$ cat src/rtl/uart_tx_sched.sv
// uart_tx_sched: shares one UART transmitter between the echo path and the result encoder.
// Each source has its own byte FIFO. Once a result message has started, it keeps the transmitter until that message is drained.
module uart_tx_sched_fifo #(
   parameter int DEPTH  = 16,
   parameter int ADDR_W = 4
) (
   input  logic              clk,
   input  logic              n_rst,
   input  logic              push,
   input  logic              pop,
   input  logic [7:0]        wdata,
   output logic [7:0]        rdata,
   output logic              empty,
   output logic              drop,
   output logic [ADDR_W:0]   count_nxt
);
   localparam logic [ADDR_W:0]   FULL_CNT = (ADDR_W+1)'(DEPTH);
   localparam logic [ADDR_W-1:0] LAST_PTR = ADDR_W'(DEPTH - 1);

   logic [7:0]        mem [DEPTH];
   logic [ADDR_W-1:0] wr_ptr;
   logic [ADDR_W-1:0] rd_ptr;
   logic [ADDR_W:0]   count;
   logic              full;
   logic              do_push;
   logic              do_pop;

   // A pop in the same cycle frees a slot, so a push into a full FIFO is accepted.
   always_comb begin
      full      = (count == FULL_CNT);
      empty     = (count == '0);
      do_pop    = pop && !empty;
      do_push   = push && (!full || do_pop);
      drop      = push && full && !do_pop;
      rdata     = mem[rd_ptr];
      count_nxt = count;
      if (do_push && !do_pop)
         count_nxt = count + 1'b1;
      else if (!do_push && do_pop)
         count_nxt = count - 1'b1;
   end

   always_ff @(posedge clk) begin
      if (do_push)
         mem[wr_ptr] <= wdata;
   end

   always_ff @(posedge clk or negedge n_rst) begin
      if (!n_rst) begin
         wr_ptr <= '0;
         rd_ptr <= '0;
         count  <= '0;
      end else begin
         count <= count_nxt;
         if (do_push)
            wr_ptr <= (wr_ptr == LAST_PTR) ? '0 : wr_ptr + 1'b1;
         if (do_pop)
            rd_ptr <= (rd_ptr == LAST_PTR) ? '0 : rd_ptr + 1'b1;
      end
   end
endmodule

module uart_tx_sched #(
   parameter int DEPTH   = 16,
   parameter int ADDR_W  = 4,
   parameter int BUSY_TO = 4
) (
   input  logic       clk,
   input  logic       n_rst,
   input  logic       echo_valid,
   input  logic [7:0] echo_data,
   input  logic       uout_valid,
   input  logic [7:0] tx_data,
   input  logic       uart_busy,
   output logic       uart_start,
   output logic [7:0] uart_data,
   output logic       echo_ovf,
   output logic       res_ovf,
   input  logic       clr_ovf,
   output logic       sched_idle
);
   localparam int TO_W = (BUSY_TO < 2) ? 1 : $clog2(BUSY_TO);
   localparam logic [TO_W-1:0] TO_LAST = TO_W'(BUSY_TO - 1);

   typedef enum logic [1:0] {IDLE, START, WAIT_BUSY, WAIT_DONE} state_t;

   state_t            state;
   logic              lock;
   logic [TO_W-1:0]   to_cnt;
   logic              sel_echo;
   logic              sel_res;
   logic              going_idle;
   logic [7:0]        echo_rdata;
   logic [7:0]        res_rdata;
   logic              echo_empty;
   logic              res_empty;
   logic              echo_drop;
   logic              res_drop;
   logic [ADDR_W:0]   echo_cnt_nxt;
   logic [ADDR_W:0]   res_cnt_nxt;

   uart_tx_sched_fifo #(.DEPTH(DEPTH), .ADDR_W(ADDR_W)) u_echo_fifo (
      .clk       (clk),
      .n_rst     (n_rst),
      .push      (echo_valid),
      .pop       (sel_echo),
      .wdata     (echo_data),
      .rdata     (echo_rdata),
      .empty     (echo_empty),
      .drop      (echo_drop),
      .count_nxt (echo_cnt_nxt)
   );

   uart_tx_sched_fifo #(.DEPTH(DEPTH), .ADDR_W(ADDR_W)) u_res_fifo (
      .clk       (clk),
      .n_rst     (n_rst),
      .push      (uout_valid),
      .pop       (sel_res),
      .wdata     (tx_data),
      .rdata     (res_rdata),
      .empty     (res_empty),
      .drop      (res_drop),
      .count_nxt (res_cnt_nxt)
   );

   // A result message in flight takes precedence. Otherwise echo bytes go before a new message.
   always_comb begin
      sel_echo = 1'b0;
      sel_res  = 1'b0;
      if (state == IDLE && !uart_busy) begin
         if (lock && !res_empty)
            sel_res = 1'b1;
         else if (!echo_empty)
            sel_echo = 1'b1;
         else if (!res_empty)
            sel_res = 1'b1;
      end
      going_idle = 1'b0;
      case (state)
         IDLE:      going_idle = !(sel_echo || sel_res);
         WAIT_BUSY: going_idle = !uart_busy && (to_cnt == TO_LAST);
         WAIT_DONE: going_idle = !uart_busy;
         default:   going_idle = 1'b0;
      endcase
   end

   always_ff @(posedge clk or negedge n_rst) begin
      if (!n_rst) begin
         state      <= IDLE;
         lock       <= 1'b0;
         to_cnt     <= '0;
         uart_start <= 1'b0;
         uart_data  <= '0;
         sched_idle <= 1'b1;
      end else begin
         uart_start <= 1'b0;
         sched_idle <= going_idle && (echo_cnt_nxt == '0) && (res_cnt_nxt == '0);
         case (state)
            IDLE: begin
               if (sel_res)
                  lock <= 1'b1;
               else if (res_empty)
                  lock <= 1'b0;
               if (sel_res) begin
                  uart_data  <= res_rdata;
                  uart_start <= 1'b1;
                  state      <= START;
               end else if (sel_echo) begin
                  uart_data  <= echo_rdata;
                  uart_start <= 1'b1;
                  state      <= START;
               end
            end
            START: begin
               to_cnt <= '0;
               state  <= WAIT_BUSY;
            end
            WAIT_BUSY: begin
               if (uart_busy)
                  state <= WAIT_DONE;
               else if (to_cnt == TO_LAST)
                  state <= IDLE;
               else
                  to_cnt <= to_cnt + 1'b1;
            end
            WAIT_DONE: begin
               if (!uart_busy)
                  state <= IDLE;
            end
            default: state <= IDLE;
         endcase
      end
   end

   always_ff @(posedge clk or negedge n_rst) begin
      if (!n_rst) begin
         echo_ovf <= 1'b0;
         res_ovf  <= 1'b0;
      end else begin
         echo_ovf <= echo_drop || (echo_ovf && !clr_ovf);
         res_ovf  <= res_drop  || (res_ovf  && !clr_ovf);
      end
   end
endmodule

$ cat config.mk
export PLATFORM = sky130hd
export DESIGN_NAME = uart_tx_sched
export DESIGN_NICKNAME = d
export VERILOG_FILES = /design/src/rtl/uart_tx_sched.sv
export SDC_FILE = /design/constraint.sdc
export NUM_CORES = 1
export LEC_CHECK = 0
export CAP_MARGIN = 30
export CORE_AREA = 2 2 153 155
export DETAILED_ROUTE_END_ITERATION = 10
export DIE_AREA = 0 0 155 157
export PLACE_DENSITY = 0.82
export SKIP_LAST_GASP = 1
export SLEW_MARGIN = 20
export SYNTH_ARGS = -nofsm -noshare
export SYNTH_HDL_FRONTEND = slang
export SYNTH_SLANG_ARGS = --single-unit
$ cat constraint.sdc
create_clock -name clk -period 3 [get_ports clk]
set_clock_uncertainty 0.1 [all_clocks]
set_input_delay 0.6 -clock clk [delete_from_list [all_inputs] [get_ports clk]]
set_output_delay 0.6 -clock clk [all_outputs]
set_load 0.005 [all_outputs]
; ---- After elaboration in Yosys (flattened, before gate mapping)
; Memories as Yosys holds them, arrays and structs flattened.
; Cells that the tools add are included.
[op_classes]
addsub = 9
eq_ne = 15
mux = 36
n_reduce_logical = 47
[op_table]
columns = cell, count
row1 = $logic_not 5->1, 4
row2 = $mux 5, 4
row3 = $logic_and 1x1->1, 19
row4 = $add 4x1->4 const B, 4
row5 = $eq 4x4->1 const B, 4
row6 = $mux 1, 16
row7 = $mux 4, 4
row8 = $mux 8, 2
row9 = $mux 2, 7
row10 = $logic_not 1->1, 11
row11 = $add 5x1->5 const B, 2
row12 = $eq 5x5->1 const B, 2
row13 = $sub 5x1->5 const B, 2
row14 = $pmux 2 s4, 1
row15 = $eq 2x2->1 const B, 3
row16 = $ne 2x2->1 const B, 3
row17 = $reduce_and 3->1, 2
row18 = $reduce_bool 2->1, 3
row19 = $logic_or 1x1->1, 5
row20 = $pmux 2 s2, 1
row21 = $reduce_and 2->1, 2
row22 = $ne 3x1->1 const B, 1
row23 = $ne 3x3->1 const B, 1
row24 = $pmux 1 s3, 1
row25 = other kinds (3), 3
[word_totals]
inputBits = 22
ramBits = 256
register_bits = 43
n_memories = 2
wordCells = 123
output_inout_bits = 12
[memory_table]
columns = memory, depth, width, read_ports, rd_clocked_by_memory_dff, wr, line_no
row1 = u_echo_fifo.mem, 16, 8, 1, 0, 1, 20  ; logic [7:0] mem [DEPTH];
row2 = u_res_fifo.mem, 16, 8, 1, 0, 1, 20

; ---- Depth between registers and ports, before layout
; Gate-level depths: netlist (run 1).
[depth]
ltp_word = 15
depth_mapped = 9
mapped_depth_nobuf = 8

; ---- Hierarchy
; Synthesis (run 1) repeated with hierarchy kept, for this count alone.
[hier_totals]
cells_unflattened = 726
hier_area_um2 = 12485.7
[by_module_without_submodules]
columns = mod, n_inst, area_per_inst_um2, cells_per_inst
row1 = uart_tx_sched_fifo (u_res_fifo), 1, 5831.8, 329
row2 = uart_tx_sched_fifo (u_echo_fifo), 1, 5800.6, 323
row3 = uart_tx_sched, 1, 853.3, 74

; ---- Worst setup path before layout (run 1)
; Ideal clock, no wire load.
[synth_timing]
kind = register to register
from = register u_res_fifo.count[0]
to = memory u_echo_fifo.mem[3][0] (enable)
period_less_slack_ns = 3.132
t_arrival_ns = 2.637
path_stages_with_launch = 8
path_slack_ns = -0.132
n_path_buf = 1
path_cell_list = dfrtp_1 > inv_1 > ha_1 > or4b_4 > a211oi_2 > buf_6 > o21ai_4 > nor4_1
[synth_between]
elab_chain_cells = 10
[synth_lines]
columns = item, line_no
row1 = from (decl), 23  ; logic [ADDR_W:0] count;
row2 = from (signal assigned), 54  ; count <= count_nxt;
row3 = $logic_not 5->1, 31  ; empty = (count == '0);
row4 = $logic_not 1->1, 131  ; if (lock && !res_empty)
row5 = $logic_and 1x1->1, 131
row6 = $mux 1, 131
row7 = $mux 1, 130  ; if (state == IDLE && !uart_busy) begin
row8 = $logic_and 1x1->1, 32  ; do_pop = pop && !empty;
row9 = $logic_or 1x1->1, 33  ; do_push = push && (!full || do_pop);
row10 = $logic_and 1x1->1, 33
row11 = $mux 1, 44  ; if (do_push)
row12 = $mux 1 (not written as such), 45  ; mem[wr_ptr] <= wdata;
row13 = to (decl), 20
; No other way between the ends.

; ---- Final worst setup path (run 1)
[layout_timing]
from = register u_res_fifo.count[0]
to = memory u_echo_fifo.mem[8][3] (enable)
; The elaborated chain is that of the path after synthesis.

==> results.sh, run 1 <==
export IMPL_die_h_um=157
export IMPL_min_period_ns=2.86
export IMPL_p_per_area_nw_per_um2=876
export IMPL_yosysMostFrequentCell="edfxtp_1"
export IMPL_synth_area_leaders="edfxtp_1 62%, mux4_2 13%, dfrtp_1 8.5%"
export IMPL_crit_required_ns=3.13
export IMPL_post_cts_setup_buffer_count=0
export IMPL_initial_core_util=0.549
export IMPL_yosys_area_share_xor_xnor=0.0112
export IMPL_critPathKind="reg -> reg"
export IMPL_grt_start_max_net_pins=37
export IMPL_max_slew_margin_rel=0.504
export IMPL_numClockSinks=299
export IMPL_ys_seq_area_frac=0.710
export IMPL_synthAdderAreaFrac=0.0172
export IMPL_wl_per_cell_um=24.1
export IMPL_pwr_share_comb=0.257
export IMPL_swShare=0.291
export IMPL_final_core_util=0.635
export IMPL_synth_top_area_frac=0.622
export IMPL_io_pins=34
export IMPL_rsz0062_at_grt="no"
export IMPL_stdcell_count=1059
export IMPL_power_switching_w=0.00365
export IMPL_worstSkewPairLatency_ns=0.55
export IMPL_hold_ws_ns=0.391
export IMPL_slew_violations=0
export IMPL_synth_distinct_cells=57
export IMPL_synth_fp_nets=711
export IMPL_drive_above_1_share=0.256
export IMPL_end_kind="flop"
export IMPL_portBuffers=33
export IMPL_synthTopCellsByCount="256 x edfxtp_1, 73 x mux4_2, 42 x dfrtp_1"
export IMPL_grt_pass1_vias=6749
export IMPL_clockPowerShare=0.292
export IMPL_status="completed"
export IMPL_rows=55
export IMPL_cp_cell_sequence="inv_1 -> ha_1 -> or4b_4 -> a211oi_2 -> buf_4 -> o21ai_4 -> nor3b_2 -> and2_2"
export IMPL_p_leak_nw=4.80
export IMPL_p_int_w=0.00887
export IMPL_nNetsFinal=790
export IMPL_wl_um=25500
export IMPL_synth_compound_area_frac=0.0512
export IMPL_yosysTopAreaCell="edfxtp_1"
export IMPL_clk_path_buf_depth=3
export IMPL_synth_top_family_by_area="multiplexers"
export IMPL_p_seq_frac=0.451
export IMPL_cts_root_buf="clkbuf_16"
export IMPL_max_freq_mhz=350
export IMPL_synth_main_ff_cell="edfxtp_1"
export IMPL_dp_cells=1004
export IMPL_first_iter_violations=521
export IMPL_worst_pin_slew_ns=0.742
export IMPL_h_tree_depth=1
export IMPL_fin_crit_sh=0.953
export IMPL_via_per_inst=6.18
export IMPL_dr_pass1_iters=7
export IMPL_die_w_um=155
export IMPL_fillers=1448
export IMPL_routabilityCongestion=0.911
export IMPL_synth_cells=672
export IMPL_grt_pass1_wl_um=39400
export IMPL_slowest_delay_ns=0.52
export IMPL_critPathMaxFanout=8
export IMPL_yosysWarnings=0
export IMPL_dpl_hpwl_um=16900
export IMPL_start_kind="flop"
export IMPL_core_area_um2=22500
export IMPL_ys_ff_latch=299
export IMPL_setup_viol=0
export IMPL_hold_class="reg -> reg"
export IMPL_vdd_ir_drop_max_uv=621
export IMPL_synth_edf_count=256
export IMPL_path_clk_slew_ns=0.07
export IMPL_drc=0
export IMPL_via_count=6545
export IMPL_synthArstFlopShare=0.144
export IMPL_overflow=0
export IMPL_drtAntennaViolNets=0
export IMPL_synthesis_area_um2=12300
export IMPL_synth_mux_area_frac=0.137
export IMPL_worstPathArrival_ns=2.99
export IMPL_syn2layout_area_growth_pct=15.7
export IMPL_synthSimpleGateAreaFrac=0.0516
export IMPL_cp_slowest_cell="or4b_4"
export IMPL_grt_antenna_before_repair=0
export IMPL_syn_avg_cell_area_um2=18.4
export IMPL_drv_cap=0
export IMPL_grt_use_total=0.216
export IMPL_cts_made_buffers=29
export IMPL_diodes=0
export IMPL_cts_tree="built"
export IMPL_hold_violations=0
export IMPL_die_area_um2=24300
## flip-flops by register name, indices dropped and copies added (netlist names), 2 cells and up
signal	count
u_echo_fifo.rd_ptr	4
state	2
u_res_fifo.count	5
u_echo_fifo.wr_ptr	4
u_res_fifo.wr_ptr	4
u_res_fifo.mem	128
uart_data	8
u_echo_fifo.count	5
u_res_fifo.rd_ptr	4
to_cnt	2
u_echo_fifo.mem	128
## through the flow
stage,TNS [ns],cell area (um^2),setup WS [ns],power (W)
4_1_cts,0,14300,0.0344,0.0126
2_1_floorplan,-4.22,12400,-0.132,0.00779
3_3_place_gp,0,13300,0.0588,0.00870
5_1_grt,0,14300,0.0141,0.0130
6_report,0,14300,0.140,0.0125
3_5_place_dp,0,13300,0.00157,0.00890
## power groups by stage
stage               clock network, W  registers, W  logic [W]
detailed placement                 0       0.00571    0.00319
global placement                   0       0.00566    0.00304
CTS                          0.00372       0.00564    0.00322
floorplan                          0       0.00537    0.00242
finish                       0.00365       0.00565    0.00322
global route                 0.00387       0.00571    0.00346
## per-layer routing
metal	GRT usage	part of all wire	vias to the layer above
li1	-	-	2859
met4	0.0763	0.029	0
met3	0.0273	0.051	52
met1	0.289	0.40	3383
met2	0.371	0.52	251
met5	0	0	-
## cell usage in the layout, fill, tap and decap left out, types with 3 or more instances in the layout
| cell type | count |
|---|---|
| nand3_1 | 6 |
| and2_1 | 6 |
| clkbuf_1 | 7 |
| buf_4 | 47 |
| mux4_2 | 73 |
| nand2_1 | 21 |
| a21oi_1 | 27 |
| nand4_1 | 8 |
| nor3_2 | 4 |
| buf_12 | 3 |
| clkdlybuf4s50_1 | 32 |
| mux2i_1 | 4 |
| clkinv_1 | 4 |
| bufinv_16 | 4 |
| inv_1 | 27 |
| clkinv_2 | 3 |
| nor2b_1 | 4 |
| o21ai_0 | 21 |
| dfrtp_1 | 40 |
| edfxtp_1 | 256 |
| a22oi_1 | 15 |
| ha_1 | 17 |
| nor4_1 | 9 |
| nor3_1 | 15 |
| nor2_1 | 19 |
| xnor2_1 | 12 |
| clkbuf_16 | 29 |
| and2_2 | 4 |
| a21o_1 | 3 |
## repair_timing
action,in CTS,in global routing
hold buffers,1,0
setup endpoints to repair,0,64
gates resized for setup,0,5
endpoints found under the hold margin,14,0
## final cells by class
type	instances	area, um^2	area share
Clock inverter	16	191	0.0134
Multi-Input combinational cell	310	3350	0.234
Tap cell	285	357	0.0250
Sequential cell	299	8770	0.614
Clock buffer	38	779	0.0545
Inverter	27	101	0.00709
Timing Repair Buffer	84	748	0.0524
## cell families after synthesis
| family | after synthesis |
|---|---|
| flip-flops | 299 |
| adder cells (fa/ha/maj) | 17 |
| XOR/XNOR | 15 |
| AO/OA/AOI/OAI | 89 |
| multiplexers | 78 |
| buffers and inverters | 63 |
| AND/OR/NAND/NOR | 111 |
## critical path: cells and delay by family, from the launching register on
family          cells  cell delay, ns
simple gates        3            1.12
flops               1            0.41
compound gates      2            0.37
buf+inv             2            0.34
fa+ha+maj           1            0.19
## path summary, 6_finish.rpt
kind	startpoint	cells past startpoint	endpoint	slack, ns
min reg2reg	echo_ovf	1	echo_ovf	0.39
min in group asynchronous	n_rst	2	uart_start	0.43
min	echo_ovf	1	echo_ovf	0.39
max in group asynchronous	n_rst	3	u_echo_fifo.rd_ptr[0]	1.84
max	u_res_fifo.count[0]	8	u_echo_fifo.mem[8][3]	0.14
max reg2reg	u_res_fifo.count[0]	8	u_echo_fifo.mem[8][3]	0.14
Power figures use the tool's default switching activity.
==> run 2, diff against run 1 <==
--- a/config.mk
+++ b/config.mk
@@ -6,10 +6,10 @@
 export NUM_CORES = 1
 export LEC_CHECK = 0
 export CAP_MARGIN = 30
-export CORE_AREA = 2 2 153 155
+export CORE_AREA = 2 2 141 143
 export DETAILED_ROUTE_END_ITERATION = 10
-export DIE_AREA = 0 0 155 157
-export PLACE_DENSITY = 0.82
+export DIE_AREA = 0 0 143 145
+export PLACE_DENSITY = 0.9
 export SKIP_LAST_GASP = 1
 export SLEW_MARGIN = 20
 export SYNTH_ARGS = -nofsm -noshare
==> constraint.sdc (replaced) <==
create_clock -name clk -period 3.7 [get_ports clk]
set_clock_uncertainty 0.1 [all_clocks]
set_input_delay 0.74 -clock clk [delete_from_list [all_inputs] [get_ports clk]]
set_output_delay 0.74 -clock clk [all_outputs]
set_load 0.005 [all_outputs]
==> results.sh, run 2 (synthesis gave the netlist of run 1 again) <==
export IMPL_status="completed"
export IMPL_drtAntennaViolNets=0
export IMPL_hold_violations=0
export IMPL_layout_commonest_cell="edfxtp_1"
export IMPL_grt_pass1_wl_um=39800
export IMPL_hold_class="in -> async"
export IMPL_die_area_um2=20700
export IMPL_io_pins=34
export IMPL_cts_tree="built"
export IMPL_setup_viol=0
export IMPL_diodes=0
export IMPL_ctsHoldBuffers=0
export IMPL_drive_above_1_share=0.230
export IMPL_worstSkewPairLatency_ns=0.55
export IMPL_end_kind="flop"
export IMPL_cp_cell_sequence="inv_1 -> ha_1 -> nor4b_4 -> o21ai_0 -> nand2_1 -> nand2_1 -> nor3b_1 -> and2_1"
export IMPL_first_iter_violations=684
export IMPL_fin_crit_sh=0.855
export IMPL_syn2layout_area_growth_pct=14.2
export IMPL_final_cell_mix="256 x edfxtp_1, 73 x mux4_2, 40 x dfrtp_1"
export IMPL_overflow=0
export IMPL_die_w_um=143
export IMPL_min_period_ns=3.17
export IMPL_nNetsFinal=772
export IMPL_power_total_w=0.0101
export IMPL_portBuffers=33
export IMPL_die_h_um=145
export IMPL_vdd_ir_drop_max_uv=486
export IMPL_worstPathArrival_ns=3.25
export IMPL_drc=0
export IMPL_crit_required_ns=3.79
export IMPL_slowest_delay_ns=0.46
export IMPL_dpl_hpwl_um=16800
export IMPL_wl_um=25800
export IMPL_rows=51
export IMPL_via_per_inst=6.40
export IMPL_clk_path_buf_depth=3
export IMPL_fin_setup_tns_ns=0
export IMPL_critPathMaxFanout=8
export IMPL_cp_slowest_cell="dfrtp_1"
export IMPL_h_tree_depth=1
export IMPL_dr_pass1_iters=5
export IMPL_routabilityCongestion=0.883
export IMPL_largestRegisters="u_echo_fifo.mem x128, u_res_fifo.mem x128, uart_data x8"
export IMPL_wl_per_cell_um=25.3
export IMPL_critPathKind="reg -> reg"
export IMPL_max_freq_mhz=316
export IMPL_worst_pin_slew_ns=0.824
export IMPL_grt_antenna_before_repair=0
export IMPL_postCtsResizedCells=0
export IMPL_cts_made_buffers=28
export IMPL_p_leak_nw=4.70
export IMPL_initial_core_util=0.643
export IMPL_max_slew_margin_rel=0.451
export IMPL_cp_common_cell="nand2_1"
export IMPL_core_area_um2=19200
export IMPL_path_clk_slew_ns=0.06
export IMPL_grt_use_total=0.260
export IMPL_start_kind="flop"
export IMPL_p_per_area_nw_per_um2=718
export IMPL_cts_root_buf="clkbuf_16"
export IMPL_numClockSinks=299
export IMPL_grt_pass1_vias=6622
export IMPL_slew_violations=0
export IMPL_rsz0062_at_grt="no"
export IMPL_grt_start_max_net_pins=44
export IMPL_post_cts_setup_buffer_count=0
export IMPL_final_core_util=0.734
export IMPL_drv_cap=0
export IMPL_via_count=6526
## run 2: cell types whose count changed in the layout (fill, tap and decap cells not counted), sizes merged
cell	before	now
buf	51	35
bufinv	4	5
clkinv	8	5
clkinvlp	2	4
dlygate4sd3	1	0
inv	29	27
## run 2: per-layer routing
metal / GRT usage / share of wire / vias up
met5: 0 / 0 / -
met2: 0.442 / 0.52 / 290
met3: 0.0432 / 0.062 / 55
li1: - / - / 2829
met4: 0.0817 / 0.032 / 0
met1: 0.348 / 0.38 / 3352
## run 2: path summary, 6_finish.rpt
kind	slack (ns)	endpoint	start	depth (start not counted)
hold reg to reg	0.39	res_ovf	res_ovf	1
setup / recovery	0.53	u_res_fifo.mem[11][1]	u_echo_fifo.count[0]	8
min in group clk	0.39	res_ovf	res_ovf	1
setup reg to reg	0.53	u_res_fifo.mem[11][1]	u_echo_fifo.count[0]	8
hold / removal	0.09	state[1]	n_rst	1
max in group asynchronous	3.00	u_echo_fifo.rd_ptr[0]	n_rst	1
## run 2: where the power goes
part	switching (W)	total [W]	internal (W)	leakage (nW)
sequential	0.000501	0.00461	0.00411	2.84
clock	0.00118	0.00301	0.00182	0.466
combinational	0.00125	0.00251	0.00125	1.39
## run 2: layout make-up
cell class              instances  area [um^2]
clock inverters                14          203
well taps                     265          332
inverters                      27          101
repair buffers                 67          596
multi-input cells             310         3320
fillers                      1043         5110
flip-flops and latches        299         8770
clock buffers                  38          779
## run 2: worst max-delay path, delay by kind of cell, from the launching register on
kind	cells	cell delay, ns
simple gates	5	1.61
flops	1	0.46
compound gates	1	0.33
fa+ha+maj	1	0.20
buf+inv	1	0.12
## run 2: through the flow
stage	hold slack [ns]	worst slack, ns	std cells	area [um^2]
2_1_floorplan	0.344	0.567	672	12300
3_3_place_gp	0.373	0.424	968	13100
3_5_place_dp	0.373	0.337	968	13100
4_1_cts	0.286	0.556	1020	14100
5_1_grt	0.126	0.290	1020	14100
6_report	0.0866	0.535	1020	14100
==> run 3, diff against run 2 <==
--- a/config.mk
+++ b/config.mk
@@ -6,12 +6,11 @@
 export NUM_CORES = 1
 export LEC_CHECK = 0
 export CAP_MARGIN = 30
-export CORE_AREA = 2 2 141 143
+export CORE_AREA = 3 3 142 144
 export DETAILED_ROUTE_END_ITERATION = 10
-export DIE_AREA = 0 0 143 145
+export DIE_AREA = 0 0 145 147
 export PLACE_DENSITY = 0.9
 export SKIP_LAST_GASP = 1
-export SLEW_MARGIN = 20
 export SYNTH_ARGS = -nofsm -noshare
 export SYNTH_HDL_FRONTEND = slang
 export SYNTH_SLANG_ARGS = --single-unit
==> results.sh, run 3 (synthesis gave the netlist of run 1 again) <==
export IMPL_status="completed"
export IMPL_wl_met2_um=14200
export IMPL_postCtsResizedCells=0
export IMPL_worstPathArrival_ns=3.31
export IMPL_end_kind="flop"
export IMPL_grt_use_total=0.259
export IMPL_hold_class="in -> async"
export IMPL_setup_viol=0
export IMPL_nNetsFinal=776
export IMPL_io_pins=34
export IMPL_overflow=0
export IMPL_post_cts_setup_buffer_count=0
export IMPL_core_area_um2=18800
export IMPL_via_per_inst=6.69
export IMPL_largestRegisters="u_echo_fifo.mem x128, u_res_fifo.mem x128, uart_data x8"
export IMPL_die_w_um=145
export IMPL_power_switching_w=0.00300
export IMPL_hold_ws_ns=0.0278
export IMPL_cp_slowest_cell="or4b_4"
export IMPL_crit_required_ns=3.80
export IMPL_cp_cell_sequence="inv_1 -> ha_1 -> or4b_4 -> a211oi_2 -> buf_4 -> o21ai_4 -> nor3b_2 -> and2_1"
export IMPL_critical_path_top_delay_family="simple AND/OR/NAND/NOR gates"
export IMPL_worst_pin_slew_ns=1.00
export IMPL_ctsHoldBuffers=0
export IMPL_routabilityCongestion=0.929
export IMPL_via_count=6809
export IMPL_p_per_area_nw_per_um2=723
export IMPL_first_iter_violations=770
export IMPL_final_cell_mix="256 x edfxtp_1, 73 x mux4_2, 40 x dfrtp_1"
export IMPL_die_area_um2=21300
export IMPL_critPathKind="reg -> reg"
export IMPL_swShare=0.294
export IMPL_dp_cells=965
export IMPL_portBuffers=33
export IMPL_top_layer="met4"
export IMPL_wl_per_cell_um=26.6
export IMPL_slew_violations=0
export IMPL_grt_pass1_vias=7096
export IMPL_start_kind="flop"
export IMPL_slowest_delay_ns=0.56
export IMPL_h_tree_depth=1
export IMPL_stdcell_area_um2=14100
export IMPL_rows=50
export IMPL_wl_um=27100
export IMPL_p_seq_frac=0.452
export IMPL_worstSkewPairLatency_ns=0.54
export IMPL_numClockSinks=299
export IMPL_critPathBufInv=2
export IMPL_die_h_um=147
export IMPL_place_area_um2=13100
export IMPL_diodes=0
export IMPL_drtAntennaViolNets=0
export IMPL_wl_met3_um=2170
export IMPL_cts_root_buf="clkbuf_16"
export IMPL_fin_crit_sh=0.868
export IMPL_drc=0
export IMPL_wl_met1_um=9830
export IMPL_drv_cap=0
export IMPL_max_slew_margin_rel=0.334
export IMPL_dr_pass1_iters=5
export IMPL_rsz0062_at_grt="no"
export IMPL_stdcell_count=1018
export IMPL_cts_made_buffers=29
export IMPL_min_period_ns=3.21
export IMPL_fin_setup_tns_ns=0
export IMPL_layout_commonest_cell="edfxtp_1"
export IMPL_grt_start_max_net_pins=35
export IMPL_pwr_share_comb=0.249
export IMPL_p_leak_nw=4.73
export IMPL_cts_tree="built"
export IMPL_clk_path_buf_depth=3
export IMPL_dpl_hpwl_um=17600
export IMPL_critPathMaxFanout=8
export IMPL_grt_antenna_before_repair=0
export IMPL_max_freq_mhz=311
export IMPL_grt_pass1_wl_um=42300
export IMPL_p_int_w=0.00723
export IMPL_syn2layout_area_growth_pct=14.5
export IMPL_drive_above_1_share=0.235
export IMPL_initial_core_util=0.656
export IMPL_vdd_ir_drop_max_uv=604
export IMPL_path_clk_slew_ns=0.06
export IMPL_hold_violations=0
export IMPL_clockPowerShare=0.299
run 3: cell types whose count changed in the layout (fill, tap and decap cells not counted), sizes merged:
cell      before  now
bufinv         5    6
inv           27   28
buf           35   38
clkinvlp       4    2
clkbuf        38   34
clkinv         5    9
run 3: worst paths after layout:
check	start	end	slack, ns	cells after the start
min in group clk	res_ovf	res_ovf	0.40	1
setup reg to reg	u_res_fifo.count[1]	u_echo_fifo.mem[11][4]	0.49	8
hold reg to reg	res_ovf	res_ovf	0.40	1
max in group asynchronous	n_rst	sched_idle	2.91	2
hold / removal	n_rst	u_echo_fifo.rd_ptr[1]	0.03	1
setup / recovery	u_res_fifo.count[1]	u_echo_fifo.mem[11][4]	0.49	8
run 3: layer usage:
layer / up-vias / global-route usage
met5: - / 0
met4: 0 / 0.0808
met3: 78 / 0.0447
met2: 405 / 0.458
met1: 3501 / 0.334
li1: 2825 / -
run 3: worst reg2reg max path: cells and delay by family, from the launching register on:
| family | cells | cell delay (ns) |
|---|---|---|
| AO/OA/AOI/OAI | 2 | 0.35 |
| AND/OR/NAND/NOR | 3 | 1.38 |
| flip-flops | 1 | 0.42 |
| adder cells (fa/ha/maj) | 1 | 0.30 |
| buffers and inverters | 2 | 0.33 |
run 3: power groups by stage:
| stage | Sequential (W) | Clock (W) | Combinational (W) |
|---|---|---|---|
| 6_report | 0.00462 | 0.00306 | 0.00255 |
| 5_1_grt | 0.00467 | 0.00323 | 0.00273 |
| 3_5_place_dp | 0.00470 | 0 | 0.00245 |
| 3_3_place_gp | 0.00464 | 0 | 0.00232 |
| 2_1_floorplan | 0.00435 | 0 | 0.00195 |
| 4_1_cts | 0.00465 | 0.00309 | 0.00250 |
run 3: layout make-up:
class                   count  area [um^2]
repair buffers             70          628
multi-input cells         310         3330
well taps                 260          325
inverters                  27          101
clock buffers              34          744
flip-flops and latches    299         8770
fillers                   995         4690
clock inverters            18          248
run 3: metrics by stage:
| step | worst slack [ns] | util | total power, W |
|---|---|---|---|
| 4_1_cts | 0.509 | 0.750 | 0.0102 |
| 5_1_grt | 0.358 | 0.751 | 0.0106 |
| 3_3_place_gp | 0.410 | 0.696 | 0.00696 |
| 3_5_place_dp | 0.228 | 0.697 | 0.00715 |
| 6_report | 0.489 | 0.751 | 0.0102 |
| 2_1_floorplan | 0.567 | - | 0.00630 |
